<file path="config.mk">
export PLATFORM = sky130hd
export DESIGN_NAME = multicycle_ctrl
export DESIGN_NICKNAME = d
export VERILOG_FILES = /design/src/rtl/multicycle_ctrl.sv
export SDC_FILE = /design/constraint.sdc
export NUM_CORES = 1
export LEC_CHECK = 0
export ABC_AREA = 0
export CAP_MARGIN = 20
export CORE_UTILIZATION = 35
export CTS_CLUSTER_SIZE = 10
export DETAILED_ROUTE_END_ITERATION = 8
export GPL_TIMING_DRIVEN = 0
export PLACE_DENSITY = 0.63
export SYNTH_ARGS = -nofsm -noshare
export SYNTH_HDL_FRONTEND = slang
export SYNTH_SLANG_ARGS = --single-unit
</file>
<file path="constraint.sdc">
create_clock -name clk -period 9.1 [get_ports clk]
set_input_delay 1.365 -clock clk [delete_from_list [all_inputs] [get_ports clk]]
set_output_delay 1.365 -clock clk [all_outputs]
set_load 0.03 [all_outputs]
</file>
<file path="src/rtl/multicycle_ctrl.sv">
// Main control FSM of the sequential RV64 core: sequences fetch/decode/execute/
// memory/writeback over one shared memory port and counts retired instructions.
module multicycle_ctrl #(
  parameter int MEM_TIMEOUT = 16,
  parameter int CNT_W       = 64
) (
  input  logic             clk,
  input  logic             reset,
  input  logic [6:0]       opcode,
  input  logic             alu_zero,
  input  logic             mem_ready,
  output logic             mem_req,
  output logic             mem_we,
  output logic             mem_addr_sel,
  output logic             ir_write,
  output logic             pc_write,
  output logic             pc_sel,
  output logic             alu_src,
  output logic [1:0]       alu_op,
  output logic             reg_write,
  output logic             wb_sel,
  output logic [2:0]       state,
  output logic             halted,
  output logic             illegal,
  output logic             bus_error,
  output logic [CNT_W-1:0] instret
);

  typedef enum logic [2:0] {
    S_FETCH  = 3'd0,
    S_DECODE = 3'd1,
    S_EXEC   = 3'd2,
    S_MEM    = 3'd3,
    S_WB     = 3'd4,
    S_HALT   = 3'd7
  } state_e;

  typedef enum logic [2:0] {
    C_R   = 3'd0,
    C_I   = 3'd1,
    C_LD  = 3'd2,
    C_SD  = 3'd3,
    C_BEQ = 3'd4
  } cls_e;

  localparam logic [6:0]  OP_R   = 7'b0110011;
  localparam logic [6:0]  OP_I   = 7'b0010011;
  localparam logic [6:0]  OP_LD  = 7'b0000011;
  localparam logic [6:0]  OP_SD  = 7'b0100011;
  localparam logic [6:0]  OP_BEQ = 7'b1100011;
  localparam logic [31:0] TIMEOUT_LIM = 32'(MEM_TIMEOUT);

  state_e           state_q, state_d;
  cls_e             cls_q, cls_d;
  logic [31:0]      wait_q, wait_d;
  logic [CNT_W-1:0] instret_q, instret_d;
  logic             illegal_q, illegal_d;
  logic             bus_error_q, bus_error_d;
  logic             waiting;
  logic             timeout_hit;

  always_comb begin
    state_d     = state_q;
    cls_d       = cls_q;
    wait_d      = wait_q;
    instret_d   = instret_q;
    illegal_d   = illegal_q;
    bus_error_d = bus_error_q;
    waiting     = ((state_q == S_FETCH) || (state_q == S_MEM)) && !mem_ready;
    // The wait that would bring the count up to the limit is the one that halts.
    timeout_hit = (TIMEOUT_LIM != 32'd0) && ((wait_q + 32'd1) == TIMEOUT_LIM);

    case (state_q)
      S_FETCH: begin
        if (mem_ready) begin
          state_d = S_DECODE;
        end else if (timeout_hit) begin
          state_d     = S_HALT;
          bus_error_d = 1'b1;
        end
      end
      S_DECODE: begin
        state_d = S_EXEC;
        case (opcode)
          OP_R:    cls_d = C_R;
          OP_I:    cls_d = C_I;
          OP_LD:   cls_d = C_LD;
          OP_SD:   cls_d = C_SD;
          OP_BEQ:  cls_d = C_BEQ;
          default: begin
            state_d   = S_HALT;
            illegal_d = 1'b1;
          end
        endcase
      end
      S_EXEC: begin
        case (cls_q)
          C_BEQ:      state_d = S_FETCH;
          C_LD, C_SD: state_d = S_MEM;
          default:    state_d = S_WB;
        endcase
      end
      S_MEM: begin
        if (mem_ready) begin
          state_d = (cls_q == C_LD) ? S_WB : S_FETCH;
        end else if (timeout_hit) begin
          state_d     = S_HALT;
          bus_error_d = 1'b1;
        end
      end
      S_WB:    state_d = S_FETCH;
      default: state_d = S_HALT;
    endcase

    if ((state_d == S_FETCH) &&
        ((state_q == S_EXEC) || (state_q == S_MEM) || (state_q == S_WB))) begin
      instret_d = instret_q + CNT_W'(1);
    end

    if (state_d != state_q) begin
      wait_d = 32'd0;
    end else if (waiting) begin
      wait_d = wait_q + 32'd1;
    end
  end

  always_ff @(posedge clk or posedge reset) begin
    if (reset) begin
      state_q     <= S_FETCH;
      cls_q       <= C_R;
      wait_q      <= 32'd0;
      instret_q   <= '0;
      illegal_q   <= 1'b0;
      bus_error_q <= 1'b0;
    end else begin
      state_q     <= state_d;
      cls_q       <= cls_d;
      wait_q      <= wait_d;
      instret_q   <= instret_d;
      illegal_q   <= illegal_d;
      bus_error_q <= bus_error_d;
    end
  end

  // Control outputs decode from the state register; reset forces them low at once.
  always_comb begin
    mem_req      = 1'b0;
    mem_we       = 1'b0;
    mem_addr_sel = 1'b0;
    ir_write     = 1'b0;
    pc_write     = 1'b0;
    pc_sel       = 1'b0;
    alu_src      = 1'b0;
    alu_op       = 2'b00;
    reg_write    = 1'b0;
    wb_sel       = 1'b0;
    if (!reset) begin
      case (state_q)
        S_FETCH: begin
          mem_req  = 1'b1;
          ir_write = mem_ready;
          pc_write = mem_ready;
        end
        S_EXEC: begin
          case (cls_q)
            C_R:        alu_op = 2'b10;
            C_I:        begin alu_src = 1'b1; alu_op = 2'b10; end
            C_LD, C_SD: alu_src = 1'b1;
            C_BEQ:      begin alu_op = 2'b01; pc_sel = 1'b1; pc_write = alu_zero; end
            default:    alu_op = 2'b00;
          endcase
        end
        S_MEM: begin
          mem_req      = 1'b1;
          mem_addr_sel = 1'b1;
          mem_we       = (cls_q == C_SD);
        end
        S_WB: begin
          reg_write = 1'b1;
          wb_sel    = (cls_q == C_LD);
        end
        default: ;
      endcase
    end
  end

  assign state     = state_q;
  assign halted    = (state_q == S_HALT);
  assign illegal   = illegal_q;
  assign bus_error = bus_error_q;
  assign instret   = instret_q;

endmodule

</file>
Yosys cells after proc, flatten, opt, wreduce, memory -nomap -nowiden
Index checks and enable logic that the tools add are counted.
{"block": "op_classes", "add_sub_neg": 2, "n_eq_ne": 16, "mux": 34, "bitwise": 2, "reduce_logical": 19}
{"operator": "64-bit by 1-bit adder with 64-bit output (second input constant)", "count": 1}
{"operator": "32-bit two-way mux", "count": 2}
{"operator": "32-bit by 1-bit adder with 32-bit output (second input constant)", "count": 1}
{"operator": "32-bit by 5-bit equality test with 1-bit output (second input constant)", "count": 1}
{"operator": "3-bit one-hot mux with 5 select lines", "count": 2}
{"operator": "1-bit two-way mux", "count": 20}
{"operator": "3-bit two-way mux", "count": 5}
{"operator": "7-bit by 6-bit equality test with 1-bit output (second input constant)", "count": 2}
{"operator": "3-bit by 2-bit equality test with 1-bit output (second input constant)", "count": 4}
{"operator": "3-bit equality test (second input constant)", "count": 3}
{"operator": "3-bit logical NOT", "count": 3}
{"operator": "7-bit by 2-bit equality test with 1-bit output (second input constant)", "count": 1}
{"operator": "7-bit by 5-bit equality test with 1-bit output (second input constant)", "count": 1}
{"operator": "7-bit equality test (second input constant)", "count": 1}
{"operator": "3-bit by 1-bit equality test with 1-bit output (second input constant)", "count": 2}
{"operator": "3-bit one-hot mux with 2 select lines", "count": 1}
{"operator": "2-bit OR reduction", "count": 3}
{"operator": "5-bit nonzero test", "count": 1}
{"operator": "5-bit OR reduction", "count": 1}
{"operator": "2-bit two-way mux", "count": 2}
{"operator": "2-bit one-hot mux with 2 select lines", "count": 1}
{"operator": "2-bit AND reduction", "count": 2}
{"operator": "1-bit logical OR", "count": 3}
{"operator": "3-bit inequality test", "count": 1}
{"operator": "other kinds (7)", "count": 9}
{"block": "word_totals", "ff_bits": 104, "input_bits": 11, "out_inout_bits": 81, "wordCells": 79}

Logic depth before layout (Yosys ltp)
Gate-level depths: netlist (run 1).
{"block": "logic_depth", "ltp_word": 7, "ltp_mapped": 10, "ltp_nobuf": 8}

Least setup slack after synthesis (run 1)
OpenSTA, ideal clock, no wires.
{"block": "synth_timing", "path_kind": "input port to output port", "startpoint": "input port reset", "endpoint": "output port alu_op[0]", "arrival_ns": 2.702, "setup_slack_ns": 5.033, "stages": 4, "n_path_buf": 1, "cell_sequence": "or3_1 or2_2 nor2_1 buf_4"}
{"block": "synth_via", "elab_chain_len": 1}
{"item": "start: declaration", "line_no": "8", "source": "input logic reset,"}
{"item": "2-bit two-way mux", "line_no": "157", "source": "if (!reset) begin"}
{"item": "end: declaration", "line_no": "19", "source": "output logic [1:0] alu_op,"}
Every way passes these cells.

Worst setup path after layout (run 1)
Same ends and word-level chain as after synthesis.

==> implementation parameters, run 1 <==
Parameter                              Value

Hold path
  Worst min-delay path startpoint    bus_error
  Endpoint of the worst hold path    bus_error
  Hold Crit Depth    1
  Hold Crit Class    reg2reg

Clock network
  CTS tree    built
  TritonCTS buffer count    9
  Level count of the clock H-tree    3
  Worst-case clock buffer depth    2
  Number of sinks driven by the clock tree    104
  Number of buffers inserted to repair setup after CTS    0
  Hold buffer count at CTS    0
  Total of cells resized after clock tree synthesis    0
  Clock input transition at the sequential cells of the worst setup and hold paths    70 ps
  Clock latency on the worst-skew pair    360 ps
  CTS root buffer    clkbuf_16

Layout
  Final layout net count    725
  Antenna fix cells    0
  Number of inserted filler cells in the final layout    1520
  Most common cell after layout, fill and taps aside    dfrtp_1
  Top library cells by usage in the layout, fill and taps aside    104 x dfrtp_1, 91 x clkdlybuf4s50_1, 64 x nor2_1, 56 x nand2_1, 56 x xnor2_1
  Area growth from synthesis to final layout    27.2%
  Ratio of cells with drive above 1 in the final layout    0.0628

STA
  Worst slew margin relative to its limit    0.440
  Slew at the pin closest to its max-slew limit    833 ps
  Max frequency    0.201 GHz
  Fin Clk Skew    6.20 ps
  Setup repair after global routing missed its margin    no
  Setup Viol. Count Final    0
  Final min period    4970 ps
  Minimum setup slack in the final design    4130 ps
  Total count of max-transition violations in the final report    0
  Post-route fraction of the period consumed by the critical path    0.547
  Setup TNS    0 ps
  Count of final hold-check violations    0

Logic synthesis
  Commonest register cell after synthesis    dfrtp_1
  Asr flop ratio synth    1.00
  Portion of netlist area occupied by mux cells    0.00566
  Largest family of logic cells by synthesized area    simple AND/OR/NAND/NOR gates
  Area share of and/or/nand/nor cells after synthesis    0.284
  Post-synthesis cell area    0.00575 mm2
  Syn Inst Count    609
  Area fraction in compound gates after synthesis    0.0748
  Unique masters post-synth    56
  Post-synthesis xor/xnor area fraction    0.149
  Post-Syn Area per Cell    9.44 um2
  Synth Area in Adders    0.00435
  FF+latch count, synth    104
  Synth warn    0
  Proportion of synthesized chip area in sequential cells    0.453
  Synthesized net count    622
  Number of enable-type register cells in the synthesized netlist    0

Global routing
  Total global routing track utilization    0.173
  Initial antenna violation count    0
  Maximum number of pins on one net before global-route repair    54
  Number of global-route vias before repair    4499
  Total global routing overflow    0
  Global-route wire length before repair    23100 um

Worst setup path
  Critical path launch point type    input pin
  Most used cell, CP    clkdlybuf4s50_1
  Sequence of cells on the critical path    clkdlybuf4s50_1, or3_1, or2_2, nor2_1, buf_4, clkdlybuf4s50_1
  Category of the worst setup path capture point    output port
  Critical path class    in2out
  Reg2reg start    wait_q[0]
  Required time of the worst setup path    7740 ps
  Number of cells traversed by the worst register-to-register path    9
  Worst reg2reg setup slack    6140 ps
  Critical path's slowest cell    clkdlybuf4s50_1
  Beginning of the critical path    reset
  Crit path max fanout    6
  Critical path arrival    3610 ps
  Biggest cell delay along the critical path    670 ps
  Destination of the worst register-to-register timing path    wait_q[0]

Floorplanning
  Number of rows created at floorplan    46
  Width of the die    130 um
  Num ports    92
  Core area    0.0159 mm2
  Area of the die    0.0169 mm2
  Die outline height    130 um
  Starting density of the core    0.361

Detailed routing
  Aggregate routed wire length    14100 um
  DRC violation count after routing    0
  Starting DRT DRC Count    240
  Vias    4854
  Detail-routed net length per standard cell    15.2 um
  Number of antenna-violating nets in the routed design    0
  First-pass iteration count of the detailed router    5
  Average vias per placed instance    5.20

Pwr
  Total leakage power    3.06 nW
  IR Drop Worst-Case VDD    0.0823 mV
  Pwr per Cell Area    144 mW/mm2

Status
  Result of the run    complete, no violations

Place
  Port bufs    91
  Final weighted congestion of routability-driven global placement    0.889
  Dpl ws    4160 ps
  Half-perimeter wire length of the detailed placement result    10100 um

Job
  Max-capacitance violation count    0
-- power by group --
group / internal [mW] / switching, mW
logic: 0.0368 / 0.0605
registers: 0.473 / 0.0192
clock network: 0.278 / 0.184
-- cells in the mapped netlist (all sizes together), types with 7 or more instances --
cell / number / share of area
nor3: 26 / 0.025
and4: 16 / 0.024
or3: 16 / 0.017
and3: 16 / 0.017
nand4: 33 / 0.039
nand3: 39 / 0.034
clkbuf: 13 / 0.0087
inv: 12 / 0.0078
o21ai: 10 / 0.0087
nand2: 56 / 0.037
buf: 12 / 0.012
xnor2: 56 / 0.085
a211oi: 7 / 0.0091
dfrtp: 104 / 0.45
nor4: 12 / 0.013
and2: 8 / 0.0087
nor2: 64 / 0.042
xor2: 42 / 0.064
a21oi: 13 / 0.011
-- per-stage QoR --
step / instances / hold WS [ps] / util / area (um2) / total power [mW]
detailed placement: 917 / 447 / 0.437 / 6960 / 0.600
finish: 933 / 466 / 0.459 / 7310 / 1.05
global route: 933 / 489 / 0.459 / 7310 / 1.09
floorplan: 609 / 549 / - / 5750 / 0.556
global placement: 916 / 448 / 0.435 / 6930 / 0.595
CTS: 933 / 467 / 0.459 / 7310 / 1.06
-- area by class of cell --
class	instances	area, um2	share of cell area
timing repair buffer	92	938	0.128
clock inverter	6	113	0.0154
buffer	25	121	0.0166
clock buffer	10	239	0.0327
tap	216	270	0.0370
multi-input combinational	468	2980	0.408
sequential	104	2600	0.356
inverter	12	47.5	0.00650
-- per-layer routing --
layer | part of all wire | wire (um) | vias to the layer above | track usage
met2 | 0.46 | 6520 | 113 | 0.269
met4 | 0.012 | 165 | 0 | 0.0534
met1 | 0.46 | 6570 | 2353 | 0.234
met3 | 0.062 | 877 | 12 | 0.0463
met5 | 0 | 0 | - | 0
li1 | - | - | 2376 | -
-- critical path, delay by kind of cell --
kind	cells	cell delay (ps)
AND/OR/NAND/NOR	3	890
buffers and inverters	3	1350
-- state kept, by name (all words and copies together) (netlist names) --
signal     cells
wait_q        32
bus_error      1
state          3
instret       64
cls_q          3
illegal        1
-- worst max path at each step --
stage               cells past startpoint     endpoint
detailed placement                      6    alu_op[0]
finish                                  6    alu_op[0]
global placement                        2  instret[63]
floorplan                               1    bus_error
CTS                                     6    alu_op[0]
global route                            6    alu_op[0]
-- cells by family (layout without fill, tap and decap cells) --
logic type                 after synthesis  count (layout)
adders and majority gates                2               2
muxes                                    3               3
xor gates and xnor gates                98              98
DFF                                    104             104
buffers and inverters                   37             145
AOI/OAI and AO/OA                       58              58
and+or+nand+nor                        307             307
Power figures use the tool's default switching activity.
==> run 2: changes to the inputs <==
--- a/config.mk
+++ b/config.mk
@@ -11,7 +11,7 @@
 export CTS_CLUSTER_SIZE = 10
 export DETAILED_ROUTE_END_ITERATION = 8
 export GPL_TIMING_DRIVEN = 0
-export PLACE_DENSITY = 0.63
+export PLACE_DENSITY = 0.65
 export SYNTH_ARGS = -nofsm -noshare
 export SYNTH_HDL_FRONTEND = slang
 export SYNTH_SLANG_ARGS = --single-unit
==> constraint.sdc (replaced) <==
create_clock -name clk -period 4.3 [get_ports clk]
set_input_delay 0.645 -clock clk [delete_from_list [all_inputs] [get_ports clk]]
set_output_delay 0.645 -clock clk [all_outputs]
set_load 0.03 [all_outputs]
==> implementation parameters, run 2 (synthesis results as in run 1) <==
Parameter                              Value

Global routing
  Number of global-route vias before repair    4789 (was 4499)
  Maximum number of pins on one net before global-route repair    62 (was 54)
  Global-route wire length before repair    23400 um (was 23100 um)
  Total global routing overflow    0 (unchanged)
  Initial antenna violation count    0 (unchanged)
  Total global routing track utilization    0.175 (was 0.173)

STA
  Count of final hold-check violations    0 (unchanged)
  Setup TNS    0 ps (unchanged)
  Setup Viol. Count Final    0 (unchanged)
  Total count of max-transition violations in the final report    0 (unchanged)
  Slew at the pin closest to its max-slew limit    747 ps (was 833 ps)
  Setup repair after global routing missed its margin    no (unchanged)
  Max frequency    0.289 GHz
  Worst slew margin relative to its limit    0.502 (was 0.440)
  Final min period    3460 ps
  Post-route fraction of the period consumed by the critical path    0.805
  Minimum setup slack in the final design    839 ps (was 4130 ps)
  Fin Clk Skew    8.61 ps (was 6.20 ps)
  Minimum hold slack    483 ps (was 466 ps)

Detailed routing
  Aggregate routed wire length    14000 um (was 14100 um)
  DRC violation count after routing    0 (unchanged)
  Vias    4846 (was 4854)
  Detail-routed net length per standard cell    15.0 um (was 15.2 um)
  Number of antenna-violating nets in the routed design    0 (unchanged)
  Starting DRT DRC Count    211 (was 240)
  First-pass iteration count of the detailed router    5 (unchanged)
  Average vias per placed instance    5.19 (was 5.20)

Worst setup path
  Required time of the worst setup path    3650 ps (was 7740 ps)
  Category of the worst setup path capture point    output port (unchanged)
  Most used cell, CP    clkdlybuf4s50_1 (unchanged)
  Biggest cell delay along the critical path    660 ps (was 670 ps)
  Sequence of cells on the critical path    clkdlybuf4s50_1, or3_1, or2_2, nor2_1, buf_4, clkdlybuf4s50_1 (unchanged)
  Critical path arrival    2820 ps (was 3610 ps)
  Critical path launch point type    input pin (unchanged)
  Critical path's slowest cell    clkdlybuf4s50_1 (unchanged)
  Critical path class    in2out (unchanged)
  Crit path max fanout    6 (unchanged)

Layout
  Final layout net count    725 (unchanged)
  Flip-flop count of the largest register after layout    64 (unchanged)
  Area growth from synthesis to final layout    26.6% (was 27.2%)
  Ratio of cells with drive above 1 in the final layout    0.0614 (was 0.0628)
  Antenna fix cells    0 (unchanged)
  Cell area after layout    0.00728 mm2 (was 0.00731 mm2)
  Top library cells by usage in the layout, fill and taps aside    104 x dfrtp_1, 91 x clkdlybuf4s50_1, 64 x nor2_1, 56 x nand2_1, 56 x xnor2_1 (unchanged)
  Post-Route Utilization    0.457 (was 0.459)
  Most common cell after layout, fill and taps aside    dfrtp_1 (unchanged)
  Reg area    0.00260 mm2 (unchanged)
  Number of inserted filler cells in the final layout    1514 (was 1520)
  Non-filler instance count after layout    933 (unchanged)
  Area used by multi-input combinational logic    0.00298 mm2 (unchanged)

Clock network
  CTS root buffer    clkbuf_16 (unchanged)
  Worst-case clock buffer depth    2 (unchanged)
  Total of cells resized after clock tree synthesis    0 (unchanged)
  Number of buffers inserted to repair setup after CTS    0 (unchanged)
  Level count of the clock H-tree    3 (unchanged)
  Clock latency on the worst-skew pair    360 ps (about the same)
  Hold buffer count at CTS    0 (unchanged)
  Number of sinks driven by the clock tree    104 (unchanged)
  Clock input transition at the sequential cells of the worst setup and hold paths    70 ps (about the same)
  CTS tree    built (unchanged)
  TritonCTS buffer count    9 (unchanged)

Place
  Final weighted congestion of routability-driven global placement    0.888 (was 0.889)
  Port bufs    91 (unchanged)
  Half-perimeter wire length of the detailed placement result    10200 um (was 10100 um)
  Area post-placement    0.00696 mm2 (unchanged)
  Total instance count after detailed placement    917 (unchanged)
  Dpl ws    806 ps (was 4160 ps)

Pwr
  Total power after layout    2.15 mW (was 1.05 mW)
  Switching share of total power    0.258 (was 0.251)
  IR Drop Worst-Case VDD    0.213 mV (was 0.0823 mV)
  Logic gate share of total power    0.096 (was 0.092)
  Part of the total power dissipated in sequential elements    0.484 (was 0.468)
  Part of the total power dissipated in the clock network    0.420 (was 0.440)
  Internal    1.59 mW (was 788 uW)
  Reported net switching power    554 uW (was 264 uW)
  Total leakage power    3.04 nW (was 3.06 nW)
  Pwr per Cell Area    295 mW/mm2 (was 144 mW/mm2)

Floorplanning
  Core area    0.0159 mm2 (unchanged)
  Area of the die    0.0169 mm2 (unchanged)
  Starting density of the core    0.361 (unchanged)
  Number of rows created at floorplan    46 (unchanged)
  Die outline height    130 um (unchanged)
  Width of the die    130 um (unchanged)
  Num ports    92 (unchanged)

Status
  Result of the run    complete, no violations (unchanged)

Job
  Max-capacitance violation count    0 (unchanged)

Hold path
  Hold Crit Class    reg2reg (unchanged)
## run 2: cell types whose count changed in the layout (fill, tap and decap cells not counted)
cell       previous run  this run
clkbuf_8              1         0
bufinv_16             3         2
clkbuf_1             12        13
clkinv_4              0         1
## run 2: path summary, 6_finish.rpt
path | startpoint | to | slack (ps) | cells past startpoint
max in group asynchronous | reset | instret[39] | 2770 | 3
setup / recovery | reset | alu_op[0] | 840 | 6
min in group asynchronous | reset | instret[5] | 850 | 2
setup reg to reg | wait_q[0] | wait_q[0] | 1420 | 9
hold reg to reg | instret[63] | instret[63] | 480 | 1
hold / removal | instret[63] | instret[63] | 480 | 1
## run 2: power by group through the flow
stage / clock network [mW] / logic (mW) / registers [mW]
2_1_floorplan: 0 / 0.0921 / 1.08
3_3_place_gp: 0 / 0.200 / 1.06
3_5_place_dp: 0 / 0.210 / 1.06
4_1_cts: 0.919 / 0.211 / 1.04
5_1_grt: 0.957 / 0.227 / 1.05
6_report: 0.901 / 0.206 / 1.04
## run 2: cell type report
cell class	count	share of cell area
tap	216	0.0371
clock inverter	6	0.0125
buffer	25	0.0167
multi-input combinational	468	0.409
clock buffer	10	0.0314
sequential	104	0.357
inverter	12	0.00653
timing repair buffer	92	0.129
## run 2: metal layers
metal,vias up,part of all wire,track usage
li1,2372,-,-
met1,2326,0.45,0.227
met2,121,0.47,0.278
met3,27,0.056,0.0431
met4,0,0.024,0.0752
met5,-,0,0
## run 2: worst max-delay path: cells and delay by family
family	cells	cell delay [ps]
buf+inv	3	1310
simple gates	3	860
